$ cat src/rtl/sprite_path_pkg.sv
// Shared types, FSM encoding and the default walkable-region table for sprite_path_mover.
package sprite_path_pkg;

    localparam int CW          = 12;
    localparam int MAX_REGIONS = 16;

    typedef enum logic [1:0] {NONE, BOX, SUM, DIFF} region_kind_t;

    typedef enum logic [2:0] {
        ST_INIT, ST_IDLE, ST_SCAN, ST_ERASE, ST_UPDATE, ST_DRAW
    } state_t;

    typedef struct packed {
        region_kind_t         kind;
        logic signed [CW-1:0] xmin;
        logic signed [CW-1:0] xmax;
        logic signed [CW-1:0] lo;
        logic signed [CW-1:0] hi;
        logic                 tp;
        logic [CW-1:0]        tpx;
        logic [CW-1:0]        tpy;
    } region_t;

    function automatic region_t mk_region(region_kind_t kind, int xmin, int xmax,
                                          int lo, int hi, bit tp, int tpx, int tpy);
        region_t r;
        r.kind = kind;
        r.xmin = CW'(xmin);
        r.xmax = CW'(xmax);
        r.lo   = CW'(lo);
        r.hi   = CW'(hi);
        r.tp   = tp;
        r.tpx  = CW'(tpx);
        r.tpy  = CW'(tpy);
        return r;
    endfunction

    // Entries past the configured NUM_REGIONS are never scanned.
    localparam region_t REGIONS [0:MAX_REGIONS-1] = '{
        mk_region(BOX,  121, 121,  193,  198, 1'b1, 126, 68),
        mk_region(SUM,   90, 123,  314,  319, 1'b0,   0,  0),
        mk_region(DIFF, 200, 300, -200, -150, 1'b0,   0,  0),
        mk_region(BOX,   10,  40,   20,   60, 1'b0,   0,  0),
        mk_region(SUM,    0,  60,  100,  140, 1'b0,   0,  0),
        mk_region(BOX,  250, 310,  100,  120, 1'b0,   0,  0),
        mk_region(DIFF,   5,  40,   50,   80, 1'b0,   0,  0),
        mk_region(NONE,   0,   0,    0,    0, 1'b0,   0,  0),
        mk_region(NONE,   0,   0,    0,    0, 1'b0,   0,  0),
        mk_region(NONE,   0,   0,    0,    0, 1'b0,   0,  0),
        mk_region(NONE,   0,   0,    0,    0, 1'b0,   0,  0),
        mk_region(NONE,   0,   0,    0,    0, 1'b0,   0,  0),
        mk_region(NONE,   0,   0,    0,    0, 1'b0,   0,  0),
        mk_region(NONE,   0,   0,    0,    0, 1'b0,   0,  0),
        mk_region(NONE,   0,   0,    0,    0, 1'b0,   0,  0),
        mk_region(NONE,   0,   0,    0,    0, 1'b0,   0,  0)
    };

endpackage

$ cat src/rtl/sprite_path_mover_region_match.sv
// Combinational test of one region entry against a signed candidate position.
module sprite_region_match
    import sprite_path_pkg::*;
(
    input  region_t              ent,
    input  logic signed [CW-1:0] nx,
    input  logic signed [CW-1:0] ny,
    output logic                 match,
    output logic                 tp,
    output logic [CW-1:0]        tpx,
    output logic [CW-1:0]        tpy
);

    logic signed [CW-1:0] xmin, xmax, lo, hi;
    logic signed [CW:0]   lo_e, hi_e, sum, diff;
    logic                 in_x;

    assign xmin = ent.xmin;
    assign xmax = ent.xmax;
    assign lo   = ent.lo;
    assign hi   = ent.hi;
    // One extra bit so nx+ny and ny-nx never wrap.
    assign lo_e = {lo[CW-1], lo};
    assign hi_e = {hi[CW-1], hi};
    assign sum  = {nx[CW-1], nx} + {ny[CW-1], ny};
    assign diff = {ny[CW-1], ny} - {nx[CW-1], nx};
    assign in_x = (nx >= xmin) && (nx <= xmax);

    always_comb begin
        match = 1'b0;
        case (ent.kind)
            BOX:     match = in_x && (ny >= lo) && (ny <= hi);
            SUM:     match = in_x && (sum >= lo_e) && (sum <= hi_e);
            DIFF:    match = in_x && (diff >= lo_e) && (diff <= hi_e);
            default: match = 1'b0;
        endcase
    end

    assign tp  = ent.tp;
    assign tpx = ent.tpx;
    assign tpy = ent.tpy;

endmodule

$ cat src/rtl/sprite_path_mover.sv
// Sprite mover: tick-paced moves validated against a region table, then erase/draw handshakes.
// Optional one-deep move queue when SPRITE_MOVE_QUEUE_EN is defined.
module sprite_path_mover
    import sprite_path_pkg::*;
#(
    parameter int X_W         = 9,
    parameter int Y_W         = 8,
    parameter int SCREEN_W    = 320,
    parameter int SCREEN_H    = 240,
    parameter int STEP        = 1,
    parameter int TICK_DIV    = 6250000,
    parameter int START_X     = 95,
    parameter int START_Y     = 221,
    parameter int NUM_REGIONS = 8
) (
    input  logic           clock,
    input  logic           resetn,
    input  logic           move,
    input  logic [1:0]     dir,
    input  logic           done_bg,
    input  logic           done_char,
    output logic [X_W-1:0] x,
    output logic [Y_W-1:0] y,
    output logic           draw_bg,
    output logic           draw_char,
    output logic           busy,
    output logic           blocked
);

    localparam int TW = (TICK_DIV > 1) ? $clog2(TICK_DIV) : 1;
    localparam logic signed [CW-1:0] SW_C   = CW'(SCREEN_W);
    localparam logic signed [CW-1:0] SH_C   = CW'(SCREEN_H);
    localparam logic signed [CW-1:0] ZERO_C = '0;
    localparam logic signed [X_W:0]  STEP_X = (X_W+1)'(STEP);
    localparam logic signed [Y_W:0]  STEP_Y = (Y_W+1)'(STEP);

    state_t               state, state_n;
    logic [TW-1:0]        cnt;
    logic                 tick;
    logic [3:0]           idx;
    logic [1:0]           dir_sel;
    logic                 pend, take_slot, accept, hit, db_n, dc_n, off_screen, last;
    logic signed [X_W:0]  cx, nx_s;
    logic signed [Y_W:0]  cy, ny_s;
    logic signed [CW-1:0] nx_c, ny_c, nx_r, ny_r;
    region_t              ent;
    logic                 m_match, m_tp;
    logic [CW-1:0]        m_tpx, m_tpy;
    logic                 tp_r;
    logic [X_W-1:0]       tpx_r;
    logic [Y_W-1:0]       tpy_r;
    logic                 unused_tp_hi;

    assign tick = (cnt == TW'(TICK_DIV - 1));
    assign busy = (state != ST_IDLE);

`ifdef SPRITE_MOVE_QUEUE_EN
    logic       slot_full;
    logic [1:0] slot_dir;

    always_ff @(posedge clock) begin
        if (!resetn) begin
            slot_full <= 1'b0;
        end else if (take_slot) begin
            slot_full <= 1'b0;
        end else if (busy && tick && move && !slot_full) begin
            slot_full <= 1'b1;
            slot_dir  <= dir;
        end
    end

    assign pend    = slot_full;
    assign dir_sel = slot_full ? slot_dir : dir;
`else
    assign pend    = 1'b0;
    assign dir_sel = dir;
`endif

    assign cx   = {1'b0, x};
    assign cy   = {1'b0, y};
    assign nx_s = dir_sel[0] ? cx - STEP_X : cx + STEP_X;
    assign ny_s = dir_sel[1] ? cy - STEP_Y : cy + STEP_Y;
    assign nx_c = {{(CW-X_W-1){nx_s[X_W]}}, nx_s};
    assign ny_c = {{(CW-Y_W-1){ny_s[Y_W]}}, ny_s};

    assign ent = REGIONS[idx];

    sprite_region_match u_match (
        .ent   (ent),
        .nx    (nx_r),
        .ny    (ny_r),
        .match (m_match),
        .tp    (m_tp),
        .tpx   (m_tpx),
        .tpy   (m_tpy)
    );

    assign unused_tp_hi = ^{m_tpx[CW-1:X_W], m_tpy[CW-1:Y_W]};
    assign off_screen   = (nx_r <= ZERO_C) || (nx_r >= SW_C) || (ny_r <= ZERO_C) || (ny_r >= SH_C);
    assign last         = (idx == 4'(NUM_REGIONS - 1));

    always_comb begin
        state_n   = state;
        db_n      = 1'b0;
        dc_n      = 1'b0;
        blocked   = 1'b0;
        accept    = 1'b0;
        take_slot = 1'b0;
        hit       = 1'b0;
        case (state)
            ST_INIT: begin
                if (draw_char && done_char) state_n = ST_IDLE;
                else                        dc_n    = 1'b1;
            end
            ST_IDLE: begin
                if (pend) begin
                    accept    = 1'b1;
                    take_slot = 1'b1;
                    state_n   = ST_SCAN;
                end else if (move && tick) begin
                    accept  = 1'b1;
                    state_n = ST_SCAN;
                end
            end
            ST_SCAN: begin
                // Off-screen wins over any region that would otherwise match.
                if (((idx == 4'd0) && off_screen) || (!m_match && last)) begin
                    blocked = 1'b1;
                    state_n = ST_IDLE;
                end else if (m_match) begin
                    hit     = 1'b1;
                    db_n    = 1'b1;
                    state_n = ST_ERASE;
                end
            end
            ST_ERASE: begin
                if (draw_bg && done_bg) state_n = ST_UPDATE;
                else                    db_n    = 1'b1;
            end
            ST_UPDATE: begin
                dc_n    = 1'b1;
                state_n = ST_DRAW;
            end
            ST_DRAW: begin
                if (draw_char && done_char) state_n = ST_IDLE;
                else                        dc_n    = 1'b1;
            end
            default: state_n = ST_INIT;
        endcase
    end

    always_ff @(posedge clock) begin
        if (!resetn) begin
            state     <= ST_INIT;
            x         <= X_W'(START_X);
            y         <= Y_W'(START_Y);
            draw_bg   <= 1'b0;
            draw_char <= 1'b0;
            cnt       <= '0;
            idx       <= '0;
        end else begin
            state     <= state_n;
            draw_bg   <= db_n;
            draw_char <= dc_n;
            cnt       <= tick ? '0 : cnt + TW'(1);
            if (accept)              idx <= '0;
            else if (state == ST_SCAN) idx <= idx + 4'd1;
            if (state == ST_UPDATE) begin
                x <= tp_r ? tpx_r : nx_r[X_W-1:0];
                y <= tp_r ? tpy_r : ny_r[Y_W-1:0];
            end
        end
    end

    always_ff @(posedge clock) begin
        if (accept) begin
            nx_r <= nx_c;
            ny_r <= ny_c;
        end
        if (hit) begin
            tp_r  <= m_tp;
            tpx_r <= m_tpx[X_W-1:0];
            tpy_r <= m_tpy[Y_W-1:0];
        end
    end

endmodule

$ cat config.mk
export PLATFORM = sky130hd
export DESIGN_NAME = sprite_path_mover
export DESIGN_NICKNAME = d
export VERILOG_FILES = /design/src/rtl/sprite_path_pkg.sv /design/src/rtl/sprite_path_mover_region_match.sv /design/src/rtl/sprite_path_mover.sv
export SDC_FILE = /design/constraint.sdc
export NUM_CORES = 1
export LEC_CHECK = 0
export CAP_MARGIN = 5
export CELL_PAD_IN_SITES_DETAIL_PLACEMENT = 1
export CELL_PAD_IN_SITES_GLOBAL_PLACEMENT = 1
export CORE_ASPECT_RATIO = 0.6
export CORE_MARGIN = 4
export CORE_UTILIZATION = 50
export DETAILED_ROUTE_END_ITERATION = 6
export PLACE_DENSITY = 0.84
export SYNTH_ARGS = -nofsm -noshare
export SYNTH_HDL_FRONTEND = slang
export SYNTH_HIERARCHICAL = 1
export SYNTH_SLANG_ARGS = --single-unit
export TNS_END_PERCENT = 30
$ cat constraint.sdc
create_clock -name clock -period 9.2 [get_ports clock]
set_input_delay 1.84 -clock clock [delete_from_list [all_inputs] [get_ports clock]]
set_output_delay 1.84 -clock clock [all_outputs]
set_load 0.02 [all_outputs]
After elaboration in Yosys (flattened, before gate mapping):

Memories as Yosys holds them, arrays and structs flattened.
Cells that the tools add are included.
W data, S select, Z words.

* register bits: 86
* bits in read-only memories: 1200
* output and inout port bits: 21
* logic and storage cells: 98
* memories kept: 1

* $add $sub $neg: 8
* $lt $le $gt $ge: 13
* equal/unequal tests: 15
* muxes and demuxes: 24
* bitwise gates (word level): 2
* reduce and logical (&&, ||, !) cells: 23

Memories
* (no name shown): words 16, width 75, read ports 1, clocked after Yosys merged registers in 0, wr ports 0, line sprite_path_mover.sv:86 `assign ent = REGIONS[idx];`

Operators with widths (number)
* $mux W75: 2
* $ge A11 B12 Y1: 2
* $le A11 B12 Y1: 2
* $add A23 B1 Y23 const B: 1
* $eq A23 B23 Y1 const B: 1
* $mux W9: 2
* $mux W3: 5
* $pmux W3 S5: 1
* $ge A10 B12 Y1: 1
* $ge A9 B12 Y1: 1
* $le A10 B12 Y1: 1
* $le A9 B12 Y1: 1
* $logic_and A1 B1 Y1: 12
* $add A10 B9 Y11: 1
* $sub A9 B10 Y11: 1
* $add A9 B1 Y10 const B: 1
* $ge A10 B10 Y1 const B: 1
* $le A10 B1 Y1 const B: 1
* $mux W10: 1
* $sub A9 B1 Y10 const B: 1
* $add A8 B1 Y9 const B: 1
* $ge A9 B9 Y1 const B: 1
* $le A9 B1 Y1 const B: 1
* $mux W1: 9
* 24 further kinds: 34

Longest topological paths before layout:

* depth after elaboration: 14
* mapped depth: 22

Cells and area by module:

Netlist, hierarchy kept.

By module, submodules not included
* sprite_path_mover: times used 1, cells an instance 474, area an instance 4526.8 µm², sequential area each 2092.0 µm²
* sprite_region_match: times used 1, cells an instance 483, area an instance 3671.0 µm², sequential area each 0.0 µm²

Worst setup path before layout:

Ideal clock, no wire load.

* path kind: register to output
* from: reg ny_r[0]
* to: out blocked
* data arrival time: 3.852 ns
* setup slack: 3.508 ns
* cell stages (with the launch flop): 22
* path through: edfxtp_1 -> inv_1 -> ha_1 -> inv_1 -> fa_1 -> a21o_1 -> a21oi_2 -> nor2_2 -> o311ai_4 -> a2111oi_4 -> o31a_2 -> ha_1 -> a2111oi_0 -> nand2_1 -> o22ai_1 -> and2_1 -> a21oi_1 -> o211ai_1 -> a211oi_2 -> nor2_1 -> nor2_1 -> nor2_1

* longest elaborated chain between the ends: 10
* elaborated cells on any way between the ends: 25

Ends and longest elaborated chain
* start: declaration: line sprite_path_mover.sv:45 `logic signed [CW-1:0] nx_c, ny_c, nx_r, ny_r;`
* start signal: assignment: line sprite_path_mover.sv:178 `ny_r <= ny_c;`
* $sub A9 B10 Y11 / $add A10 B9 Y11 (equally long branches): line sprite_path_mover_region_match.sv:26, sprite_path_mover_region_match.sv:25
* $ge A11 B12 Y1 (on tied branches): line sprite_path_mover_region_match.sv:34, sprite_path_mover_region_match.sv:33
* $logic_and A1 B1 Y1 (on tied branches) (2 in series): line sprite_path_mover_region_match.sv:34, sprite_path_mover_region_match.sv:33
* $pmux W1 S3 (*): line sprite_path_mover_region_match.sv:31 `case (ent.kind)`
* named net m_match: line sprite_path_mover.sv:47 `logic m_match, m_tp;`
* $logic_not A1 Y1 (*): line sprite_path_mover.sv:127 `if (((idx == 4'd0) && off_screen) || (!m_match && last)) begin`
* $logic_and A1 B1 Y1 (*): line sprite_path_mover.sv:127
* $logic_or A1 B1 Y1 (*): line sprite_path_mover.sv:127
* $mux W1 (*): line sprite_path_mover.sv:127
* $mux W1 (*): line sprite_path_mover.sv:110 `case (state)`
* end: declaration: line sprite_path_mover.sv:27 `output logic blocked`

Mark *: on every way through the listed nets, which the timed path passes. The rest lies on a longest branch.

Worst setup path in the final report:

* from: reg nx_r[0]
* to: out blocked

* longest elaborated chain between the ends: 10
* elaborated cells on any way between the ends: 27

Ends and longest elaborated chain
* start: declaration: line sprite_path_mover.sv:45
* start signal: assignment: line sprite_path_mover.sv:177 `nx_r <= nx_c;`
* $sub A9 B10 Y11 (tied with other cells): line sprite_path_mover_region_match.sv:26 `assign diff = {ny[CW-1], ny} - {nx[CW-1], nx};`
* $ge A11 B12 Y1 (tied with other cells): line sprite_path_mover_region_match.sv:34 `DIFF: match = in_x && (diff >= lo_e) && (diff <= hi_e);`
* $logic_and A1 B1 Y1 (on tied branches) (2 in series): line sprite_path_mover_region_match.sv:34, sprite_path_mover_region_match.sv:32, sprite_path_mover_region_match.sv:33
* $pmux W1 S3 (*): line sprite_path_mover_region_match.sv:31
* named net m_match: line sprite_path_mover.sv:47
* $logic_not A1 Y1 (*): line sprite_path_mover.sv:127
* $logic_and A1 B1 Y1 (*): line sprite_path_mover.sv:127
* $logic_or A1 B1 Y1 (*): line sprite_path_mover.sv:127
* $mux W1 (*): line sprite_path_mover.sv:127
* $mux W1 (*): line sprite_path_mover.sv:110

Marks and branches as above.

==> run summary <==
The run finished with clean final reports. The maximum number of pins on one net before global-route repair is 25. The fraction of layout cells with a size suffix above 1 is 0.0361. The clock latency on the worst-skew pair is 0.35 ns. Counting instances, the worst hold path has a depth of 1. The count of clock tree sinks is 86. The routed design has 25100 um of wire. The final total negative setup slack is 0 ns. The floorplan has 35 rows. The worst reg-to-reg path cell count is 20.

The leakage component of the power came out at 0.00386 uW. The cell type group with the largest total delay on the critical path is compound AO/OA/AOI/OAI gates. The number of antenna diodes in the final layout is 0. The number of buffers and inverters on the critical path is 2. Summed over all nets, wire length on met2 after detailed routing comes to 10500 um. The required time at the endpoint of the critical path is 7.36 ns. The worst register-to-register path begins at nx_r[0]$_DFFE_PP_. The post-DP HPWL is 19300 um. Dividing the detail-routed wire length by the instance count gives 21.4 um. The clock tree synthesis step divided the H-tree into 3 levels. STA puts the critical path data arrival time at 5.43 ns.

The number of buffers created by CTS came out at 9. The final worst slack is between 1.5 and 2 ns. The area overhead of the layout relative to synthesis came out at 7.88%. The count of instances resized after the clock tree is built came out at 0. The placed instance count is 1156. The initial detailed-routing violation count came out at 600. The worst setup slack for register-to-register paths came out at ~3.5 ns.

The critical path class is reg2out. Between clock sinks in the finished design, the worst skew comes to 0.0119 ns. The total count of hold-check failures in the final report is 0.

The final critical-path share of the clock period is 0.790. The post-cts hold buffer count is 0. The layout has 1878 filler cells. The total power density per cell area came out at around 96 mW/mm2. The global routing usage summed across all routing layers is 0.274. The area of the placeable core is 0.0156 mm2. The global placement routability congestion is 0.901. The number of nets with antenna violations after routing is 0. The initial antenna violation count is 2. The count of port buffers added during placement came out at 27. The detailed-routing wirelength on met1 is 12500 um.

The endpoint identified for the worst register-to-register timing path is tpx_r[8]$_DFFE_PP_. The tree is rooted in a clkbuf_16. The critical path goes through ha_1, inv_1, fa_1, o21bai_1, a21oi_2, o21bai_1, a221oi_2, nor2_1, nor2_1, xnor2_1, ha_1, a21o_1, a2111oi_0, o21ai_0, o21ai_0, a32oi_1, a211oi_2, nor2_1, nor2_1, nor2_1, clkdlybuf4s50_1. The chip height is 107 um.

The maximum achievable frequency is approximately 140 MHz. The clock-pin slew on the worst setup and hold paths is about 0.070 ns. The count of final max-slew check failures came out at 0. The worst hold margin came out at 0.490 ns.

The first global-routing pass estimated 39900 um of wire. Setup repair after global routing left no endpoint under its margin. The final routed DRC violation total came out at 0. The remaining max-slew budget at the tightest pin came out at 0.278. Dividing the synthesized area by the synthesized cell count gives 8.57 um2. STA classifies the critical path startpoint as a flop. The finished layout holds between 1000 and 1500 standard cells, fillers aside. The number of synthesis warnings is 6.

The number of vias after detailed routing came out at 7048. The post-CTS setup buffer count came out at 0. The count of mapped cells out of synthesis came out at 950. The worst path in the final design needs a cycle of 7.27 ns, including I/O delays and setup.

The number of I/O pins came out at 28. The count of maximum capacitance violations came out at 0. Among all stages on the critical path, the largest delay is contributed by a2111oi_0.

The min-delay analysis places its worst path in the category reg2reg. The number of global-route vias before repair is 7166. The x dimension of the die came out at between 150 and 200 um. The count of final setup violators came out at 0. The placement-stage worst setup slack came out at 2.35 ns.

The full die area is 0.0185 mm2. After the last flow step, the layout net total stands at between 1000 and 1500. The post-synth design cell area came out at slightly above 0.008 mm2. The residual overflow from global routing came out at 0. In this run the top signal layer used is met4.

For this configuration, the core starts out at a cell density of 0.521. TritonCTS built the clock tree. The slew at the pin with the worst max-slew slack came out at between 1 and 1.5 ns. The startpoint identified for the worst hold timing path is cnt[0]$_SDFF_PP0_. For hold timing, the worst endpoint is cnt[0]$_SDFF_PP0_. The maximum vdd ir drop is 87.8 uV. The most common cell after layout, fill and taps aside is ha_1. No sink is reached through more buffers than the 2 on the longest clock path. For this run, the slowest stage of the critical path takes 0.54 ns. Wire segments on met3 add up to 1870 um in the final route.

The most frequent cell on the critical path is nor2_1. The endpoint type of the worst setup path is an output pin. The largest fanout on the critical path came out at 5.

The length of the first detailed-routing pass in iterations came out at 5. In the layout the commonest cells are ha_1, inv_1, nor2_1, nand2_1, a21oi_1. Using the TritonRoute via totals, the vias-per-cell ratio works out to 6.01.
through the flow:
stage	instance area (um2)	power [uW]	util
after floorplan	8210	467	-
after global placement	8510	482	0.544
after detailed placement	8510	486	0.544
after CTS	8790	844	0.562
after global routing	8790	870	0.562
final	8790	843	0.562
state kept, by name, summed over array words and instances (netlist names):
signal,cells
y,8
tp_r,1
ny_r,9
draw_bg,1
x,9
idx,4
tpx_r,9
draw_char,1
cnt,23
tpy_r,8
nx_r,10
state,3
worst max-delay path by stage:
stage                 startpoint      end  slack (ns)  cells after the start
2_1_floorplan  ny_r[0]$_DFFE_PP_  blocked        3.51                     21
3_3_place_gp   ny_r[0]$_DFFE_PP_  blocked        2.46                     23
3_5_place_dp   ny_r[0]$_DFFE_PP_  blocked        2.35                     22
4_1_cts        ny_r[0]$_DFFE_PP_  blocked        2.00                     22
5_1_grt        nx_r[0]$_DFFE_PP_  blocked        1.58                     21
6_report       nx_r[0]$_DFFE_PP_  blocked        1.93                     21
metal layers:
layer  track usage  vias up
li1              -     3391
met1         0.409     3417
met2         0.417      221
met3        0.0553       19
met4        0.0444        0
met5             0        -
layout make-up:
cell class / instances / area, um2 / area share
Tap cell: 203 / 254 / 0.0289
Multi-Input combinational cell: 733 / 5480 / 0.624
Clock inverter: 6 / 52.6 / 0.00598
Clock buffer: 10 / 229 / 0.0261
Timing Repair Buffer: 29 / 285 / 0.0325
Inverter: 105 / 394 / 0.0449
Sequential cell: 86 / 2090 / 0.238
report_power, final:
group	switching, uW	internal [uW]	total (uW)
registers	8.49	402	411
clock network	156	207	364
logic	38.1	30.1	68.2
total	203	640	843
(Power assumes the default switching activity.)
